## config.mk

```make
export PLATFORM = sky130hd
export DESIGN_NAME = forwarding_hazard_unit
export DESIGN_NICKNAME = d
export VERILOG_FILES = /design/src/rtl/forwarding_hazard_unit.sv
export SDC_FILE = /design/constraint.sdc
export NUM_CORES = 1
export LEC_CHECK = 0
export ABC_AREA = 0
export BUFFER_PORTS_ARGS = -buffer_cell sky130_fd_sc_hd__clkbuf_2
export CAP_MARGIN = 20
export CORE_UTILIZATION = 54
export CTS_BUF_LIST = sky130_fd_sc_hd__clkbuf_16
export CTS_CLUSTER_DIAMETER = 50
export DETAILED_ROUTE_END_ITERATION = 10
export PLACE_DENSITY = 0.85
export SYNTH_ARGS = -nofsm -noshare
export SYNTH_HDL_FRONTEND = slang
export SYNTH_SLANG_ARGS = --single-unit
```

## constraint.sdc

```tcl
create_clock -name clk -period 2 [get_ports clk]
set_input_delay 0.1 -clock clk [delete_from_list [all_inputs] [get_ports clk]]
set_output_delay 0.1 -clock clk [all_outputs]
set_load 0.005 [all_outputs]
```

## src/rtl/forwarding_hazard_unit.sv

```systemverilog
// Operand-bypass selection and load-use stall detection for a 5-stage pipeline.
// Shadows the EX/MEM/WB occupants and counts stall cycles with saturation.
module forwarding_hazard_unit (
  input  logic        clk,
  input  logic        rst_n,
  input  logic        id_valid,
  input  logic [4:0]  id_rs,
  input  logic [4:0]  id_rt,
  input  logic [4:0]  id_dest,
  input  logic        id_reg_write,
  input  logic        id_mem_read,
  input  logic        id_uses_rs,
  input  logic        id_uses_rt,
  input  logic        flush,
  output logic [1:0]  upper_ALU_mux_select_line,
  output logic [1:0]  lower_ALU_mux_select_line,
  output logic        stall,
  output logic [15:0] stall_count
);

  typedef struct packed {
    logic       valid;
    logic [4:0] rs;
    logic [4:0] rt;
    logic       uses_rs;
    logic       uses_rt;
    logic [4:0] dest;
    logic       reg_write;
    logic       mem_read;
  } entry_t;

  localparam entry_t     BUBBLE  = '0;
  localparam logic [1:0] SEL_RF  = 2'b00;
  localparam logic [1:0] SEL_MEM = 2'b01;
  localparam logic [1:0] SEL_WB  = 2'b10;

  entry_t      r_ex, r_mem, r_wb;
  entry_t      w_id_entry;
  logic        w_stall;
  logic        w_load_use;
  logic [15:0] r_stall_count;
  logic        w_unused;

  // A load in MEM has no data yet, so MEM is skipped and WB gets its chance.
  function automatic logic [1:0] fwd_sel(input logic       uses,
                                         input logic [4:0] src,
                                         input entry_t     ex,
                                         input entry_t     mem,
                                         input entry_t     wb);
    if (ex.valid && uses && mem.valid && mem.reg_write && !mem.mem_read &&
        mem.dest != 5'd0 && mem.dest == src)
      return SEL_MEM;
    if (ex.valid && uses && wb.valid && wb.reg_write &&
        wb.dest != 5'd0 && wb.dest == src)
      return SEL_WB;
    return SEL_RF;
  endfunction

  assign w_id_entry = '{valid:     1'b1,
                        rs:        id_rs,
                        rt:        id_rt,
                        uses_rs:   id_uses_rs,
                        uses_rt:   id_uses_rt,
                        dest:      id_dest,
                        reg_write: id_reg_write,
                        mem_read:  id_mem_read};

  assign w_load_use = (id_uses_rs && id_rs == r_ex.dest) ||
                      (id_uses_rt && id_rt == r_ex.dest);

  // Flush outranks the hazard: a squashed instruction never needs its operands.
  assign w_stall = id_valid && !flush && r_ex.valid && r_ex.mem_read &&
                   r_ex.reg_write && r_ex.dest != 5'd0 && w_load_use;

  assign upper_ALU_mux_select_line = fwd_sel(r_ex.uses_rs, r_ex.rs, r_ex, r_mem, r_wb);
  assign lower_ALU_mux_select_line = fwd_sel(r_ex.uses_rt, r_ex.rt, r_ex, r_mem, r_wb);
  assign stall                     = w_stall;
  assign stall_count               = r_stall_count;

  // Operand fields of the older stages are only tracked, never compared.
  assign w_unused = ^{r_mem.rs, r_mem.rt, r_mem.uses_rs, r_mem.uses_rt,
                      r_wb.rs, r_wb.rt, r_wb.uses_rs, r_wb.uses_rt, r_wb.mem_read};

  // NOTE: non-blocking assignments so every stage shifts from its pre-edge value.
  always_ff @(posedge clk or negedge rst_n) begin
    if (!rst_n) begin
      r_ex          <= BUBBLE;
      r_mem         <= BUBBLE;
      r_wb          <= BUBBLE;
      r_stall_count <= '0;
    end else begin
      r_wb  <= r_mem;
      r_mem <= r_ex;
      r_ex  <= (id_valid && !w_stall && !flush) ? w_id_entry : BUBBLE;
      if (w_stall && r_stall_count != 16'hFFFF)
        r_stall_count <= r_stall_count + 16'd1;
    end
  end

endmodule

```

==> impl_metrics.toml, run 1 <==
[global_route]
use_met2_pct = 40.1
use_met1_pct = 32.0
grt_pass1_wl_um = 7810
grt_pass1_vias = 1582
met3_usage_pct = 6.25
grt_max_degree = 28
grt_usage_pct = 25.1
antenna_found_initial = 0
top_usage_layer = "met2"
gr-total-overflow = 0

[min_path]
hold_path_depth = 2
hold_class = "input pin to flop"

[drt]
routed_wl_um = 5000
viasPerCell = 5.39
drt_iter0_markers = 93
drc = 0
postRouteAntennaNets = 0
num_vias = 1660
drt-wirelength-per-cell_um = 16.2
firstDrtPassIters = 4

[cts]
cts_tree = "done"
clock_latency_ns = 0.29
clk_root_buffer_cell = "clkbuf_16"
clkTransAtPathRegs_ns = 0.06
clockBufferDepth = 2
cts_sinks = 51
htree_levels = 2
cts_buffers = 5

[worst_setup_path]
start_kind = "flop"
critPathMaxStageDelay_ns = 0.56
cp_max_fo = 6
worst-r2r-setup-slack_ns = 0.03
crit_end = "stall"
crit_path_end_kind = "primary output"
crit_type = "flop to primary output"
arrival_ns = 1.90
worst_ep_required_time_ns = 1.90
r2r-end = "stall_count[14]$_DFFE_PN0P_"
crit_slowest_cell = "or4_4"
startpoint = "r_ex[2]$_DFF_PN0_"
crit_chain = "or4_4 > o211a_1 > buf_6 > and2_4 > clkbuf_2"
r2r_start = "r_ex[2]$_DFF_PN0_"
rr_worst_depth = 5

[sta]
rsz0062_at_grt = "true"
worstMarginPinSlew_ns = 0.602
period_minus_slack_ns = 2.00
finalSetupViolations = 0
hold_ws_ns = 0.00960
finalMaxSlewViolations = 0
finalSetupTns_ns = 0
slew_headroom_pct = 59.8
fmax_mhz = 501
finClkSkew_ns = 0.00495
final-hold-violation-count = 0
fin_crit_sh_pct = 99.9

[die]
floorplan.initialDensity_pct = 56.9
rows = 23
die-area_sq_mm = 0.00451
io_pins = 44
die_w_um = 67.2
die_y_um = 67.2
core_area_sq_mm = 0.00403

[final_layout]
antenna_cells = 0
syn_to_final_growth_pct = 26.0
fin_nets = 281
drive_above_1_share_pct = 29.5
fillerInstances = 284
final_util_pct = 71.7

[run]
maxCapViolCount = 0

[power]
leakagePower_nw = 1.37
power_mw = 2.31
peakVddDrop_uv = 599
p_per_area_mw_per_mm2 = 799

[yosys]
avgSynthCellArea_sq_um = 11.7
synth_nets = 220
synth_warnings = 0
syn-instance-count = 196
synth_seq_cells = 51
synth_cell_types = 26
synth_seq_area_share_pct = 55.6
synth_area_sq_mm = 0.00229

[placed_design]
hpwlAfterDp_um = 3410
gp_congestion = 0.844
port_buffers = 43

[outcome]
status = "finished, final reports clean"
worst max-delay path, delay by kind of cell (launching register included):
| kind | cells | cell delay [ns] |
|---|---|---|
| compound gates | 1 | 0.25 |
| buf+inv | 2 | 0.24 |
| flops | 1 | 0.43 |
| simple gates | 2 | 0.68 |
logic make-up (layout without fill, tap and decap cells):
logic type	after synthesis	count (layout)	share of synthesized area, %
buffers and inverters	7	68	2.24
xor gates and xnor gates	43	43	16.4
muxes	3	3	1.42
AOI/OAI and AO/OA	6	7	2.56
and+or+nand+nor	85	85	21.2
adders and majority gates	1	1	0.545
DFF	51	51	55.6
state kept, by name, summed over array words and instances, names as in the netlist:
signal,flops
r_mem,8
stall_count,16
r_ex,20
r_wb,7
worst min-delay path by stage:
stage	slack, ns	end	startpoint
finish	0.01	r_ex[3]$_DFF_PN0_	id_dest[1]
global route	0.008	r_ex[1]$_DFF_PN0_	id_reg_write
CTS	0.005	r_ex[3]$_DFF_PN0_	id_dest[1]
detailed placement	0.15	stall_count[10]$_DFFE_PN0P_	rst_n
global placement	0.14	stall_count[10]$_DFFE_PN0P_	rst_n
floorplan	-0.20	r_ex[0]$_DFF_PN0_	rst_n
Yosys cell counts:
cell | n | area share, %
o22ai_2 | 1 | 0.55
nand2_1 | 10 | 1.6
nor2_1 | 4 | 0.65
xnor2_1 | 37 | 14
and2_1 | 20 | 5.5
and4b_1 | 1 | 0.44
buf_2 | 2 | 0.44
xor2_1 | 6 | 2.3
nor4_1 | 5 | 1.4
o21ai_0 | 1 | 0.22
and4_1 | 1 | 0.38
nor3_1 | 7 | 1.5
dfrtp_1 | 51 | 56
inv_1 | 2 | 0.33
nand2b_1 | 2 | 0.55
o211ai_1 | 2 | 0.65
nand3_1 | 11 | 2.4
buf_6 | 3 | 1.5
o211a_1 | 1 | 0.44
nand4_1 | 15 | 4.1
ha_1 | 1 | 0.55
mux2i_1 | 1 | 0.44
a21oi_4 | 1 | 0.71
and3_1 | 5 | 1.4
mux2_2 | 2 | 0.98
or4_1 | 4 | 1.3
layout by cell type, fill, tap and decap left out, types with 2 or more instances in the layout:
master     netlist  final
mux2_2           2      2
clkbuf_16        0      5
nand2_1         10     10
o211ai_1         2      2
and2_1          20     17
bufinv_16        0      2
nor3_1           7      7
or4_1            4      2
nand2b_1         2      2
nor2_1           4      4
xor2_1           6      6
dfrtp_1         51     51
nand3_1         11     10
buf_4            0     13
xnor2_1         37     37
nand4_1         15     15
or4_4            0      2
inv_1            2      3
a21oi_4          1      2
nor4_1           5      5
clkbuf_2         0     42
and2_4           0      3
and3_1           5      5
what timing repair did:
action | 4_1_cts | 5_1_grt
setup endpoints to repair | 3 | 22
gates resized for setup | 6 | 7
hold endpoints to repair | 25 | 0
pin swaps | 3 | 6
buffers inserted | 1 | 5
hold buffers | 1 | 0
cloned | 0 | 1
layer usage:
metal	wire (um)	up-vias
met5	0	-
met4	112	0
met3	238	9
met2	2510	48
met1	2140	804
li1	-	799
power breakdown:
| part | switching (mW) | leakage (nW) | internal (mW) |
|---|---|---|---|
| sequential | 0.0305 | 0.688 | 1.06 |
| combinational | 0.0754 | 0.588 | 0.0766 |
| clock | 0.355 | 0.0952 | 0.711 |
| total | 0.461 | 1.37 | 1.85 |
layout make-up:
class | count | area (sq um) | area share [%]
clock inverter | 3 | 63.8 | 2.21
multi-input combinational | 139 | 1020 | 35.3
sequential | 51 | 1280 | 44.2
clock buffer | 5 | 125 | 4.33
inverter | 2 | 7.51 | 0.260
timing repair buffer | 58 | 334 | 11.6
tap | 50 | 62.6 | 2.16
through the flow:
stage / worst slack (ns) / instance area (sq um) / instances
after global placement: 0.153 / 2590 / 292
after CTS: -0.0266 / 2810 / 302
after floorplan: 0.162 / 2290 / 196
after global routing: -0.0697 / 2890 / 308
final: 0.00288 / 2890 / 308
after detailed placement: 0.0945 / 2590 / 292
Note: power is estimated with default switching activity, not from simulation.
==> run 2: changes to the inputs <==
- PLACE_DENSITY: 0.85 -> 0.83
- RECOVER_POWER: default -> 25
==> impl_metrics.toml, run 2 (same netlist as run 1, synthesis figures left out) <==
[outcome]
status = "finished, final reports clean"

[min_path]
min-delay-start = "id_dest[0]"
hold_class = "input pin to flop"

[drt]
num_vias = 1630
drt_iter0_markers = 92
firstDrtPassIters = 4
postRouteAntennaNets = 0
drt-wirelength-per-cell_um = 14.7
drc = 0
routed_wl_um = 4540
viasPerCell = 5.29

[cts]
clockBufferDepth = 2
clk_root_buffer_cell = "clkbuf_16"
cts_buffers = 5
clock_latency_ns = 0.28
cts_tree = "done"
htree_levels = 2
clkTransAtPathRegs_ns = 0.06
cts_sinks = 51

[placed_design]
hpwlAfterDp_um = 3110
port_buffers = 43
gp_congestion = 0.816
dpl_worst_slack_ns = 0.0913

[final_layout]
final_cell_mix = "dfrtp_1, clkbuf_2, xnor2_1, and2_1, nand4_1"
largest_reg_flops = 20
top_register = "r_ex"
multi_input_area_sq_um = 997
mostFrequentLayoutCell = "dfrtp_1"
fillerInstances = 307
fin_nets = 281
ff_latch_area_sq_mm = 0.00128
syn_to_final_growth_pct = 22.5
drive_above_1_share_pct = 27.1
antenna_cells = 0
final_util_pct = 69.7

[die]
die_y_um = 67.2
floorplan.initialDensity_pct = 56.9
core_area_sq_mm = 0.00403
die-area_sq_mm = 0.00451
die_w_um = 67.2
io_pins = 44
rows = 23

[worst_setup_path]
cp_max_fo = 7
crit_path_end_kind = "primary output"
startpoint = "r_ex[2]$_DFF_PN0_"
worst_ep_required_time_ns = 1.90
arrival_ns = 1.86
r2r_start = "r_ex[2]$_DFF_PN0_"
crit_type = "flop to primary output"
start_kind = "flop"

[power]
switching_share_pct = 21.3
leakagePower_nw = 1.34
peakVddDrop_uv = 633
clockPowerShare_pct = 38.7
power_switching_uw = 429
combPwrFrac_pct = 7.3
intPower_mw = 1.59
p_per_area_mw_per_mm2 = 717
seqPwrFrac_pct = 54.0

[sta]
fmax_mhz = 510
setup_ws_ns = 0.0401
slew_headroom_pct = 60.1
period_minus_slack_ns = 1.96
finClkSkew_ns = 0.00177
worstMarginPinSlew_ns = 0.598
finalSetupViolations = 0
final-hold-violation-count = 0
finalMaxSlewViolations = 0
fin_crit_sh_pct = 98.0

[global_route]
antenna_found_initial = 0
grt_max_degree = 52
grt_usage_pct = 23.4
gr-total-overflow = 0
grt_pass1_wl_um = 7610
grt_pass1_vias = 1578

[run]
maxCapViolCount = 0
-- run 2: worst max-delay path, cell delays in order (launching register included) --
cell and delay (ns):
dfrtp_1 0.39, or4_4 0.55, o211a_1 0.25, buf_4 0.16, and2_1 0.13, clkbuf_2 0.10
-- run 2: worst paths after layout --
check	endpoint	slack (ns)	cells past startpoint
max in group asynchronous	r_ex[4]$_DFF_PN0_	1.11	3
worst max register to register	stall_count[1]$_DFFE_PN0P_	0.08	5
min in group asynchronous	stall_count[10]$_DFFE_PN0P_	0.46	3
worst min-delay path	r_ex[2]$_DFF_PN0_	0.02	2
worst min register to register	r_mem[0]$_DFF_PN0_	0.38	0
worst max-delay path	stall	0.04	5
-- run 2: power groups by stage --
| stage | combinational [mW] | clock, mW | sequential, mW |
|---|---|---|---|
| after floorplan | 0.0758 | 0 | 1.10 |
| after global placement | 0.129 | 0 | 1.11 |
| after detailed placement | 0.131 | 0 | 1.11 |
| after CTS | 0.139 | 0.796 | 1.09 |
| after global routing | 0.166 | 0.847 | 1.09 |
| final | 0.148 | 0.779 | 1.09 |
-- run 2: layout make-up --
cell class	count	share of cell area, %
sequential	51	45.5
inverter	2	0.267
tap	50	2.23
clock buffer	5	4.45
clock inverter	3	0.445
multi-input combinational	139	35.5
timing repair buffer	58	11.6
-- run 2: through the flow --
| stage | instances | cell area (sq um) | TNS [ns] | hold WS (ns) | power (mW) |
|---|---|---|---|---|---|
| after floorplan | 196 | 2290 | 0 | -0.196 | 1.18 |
| after global placement | 291 | 2580 | 0 | 0.233 | 1.23 |
| after detailed placement | 291 | 2580 | 0 | 0.234 | 1.24 |
| after CTS | 302 | 2760 | -0.000266 | 0.0178 | 2.02 |
| after global routing | 308 | 2810 | -0.0189 | 0.0210 | 2.10 |
| final | 308 | 2810 | 0 | 0.0211 | 2.01 |
-- run 2: metal layers --
metal  GRT usage [%]  vias to the layer above  part of all wire [%]
li1                -                      815                     -
met1            31.7                      781                    44
met2            38.8                       29                    52
met3            4.56                        5                   2.8
met4            5.59                        0                   1.2
met5               0                        -                     0
-- run 2: repair_timing --
action / CTS / global route
gates cloned: 1 / 0
pin swaps: 2 / 1
buffers inserted: 1 / 6
endpoints found under the setup margin: 2 / 14
hold buffers: 1 / 0
hold endpoints to repair: 51 / 0
resized for setup: 3 / 3
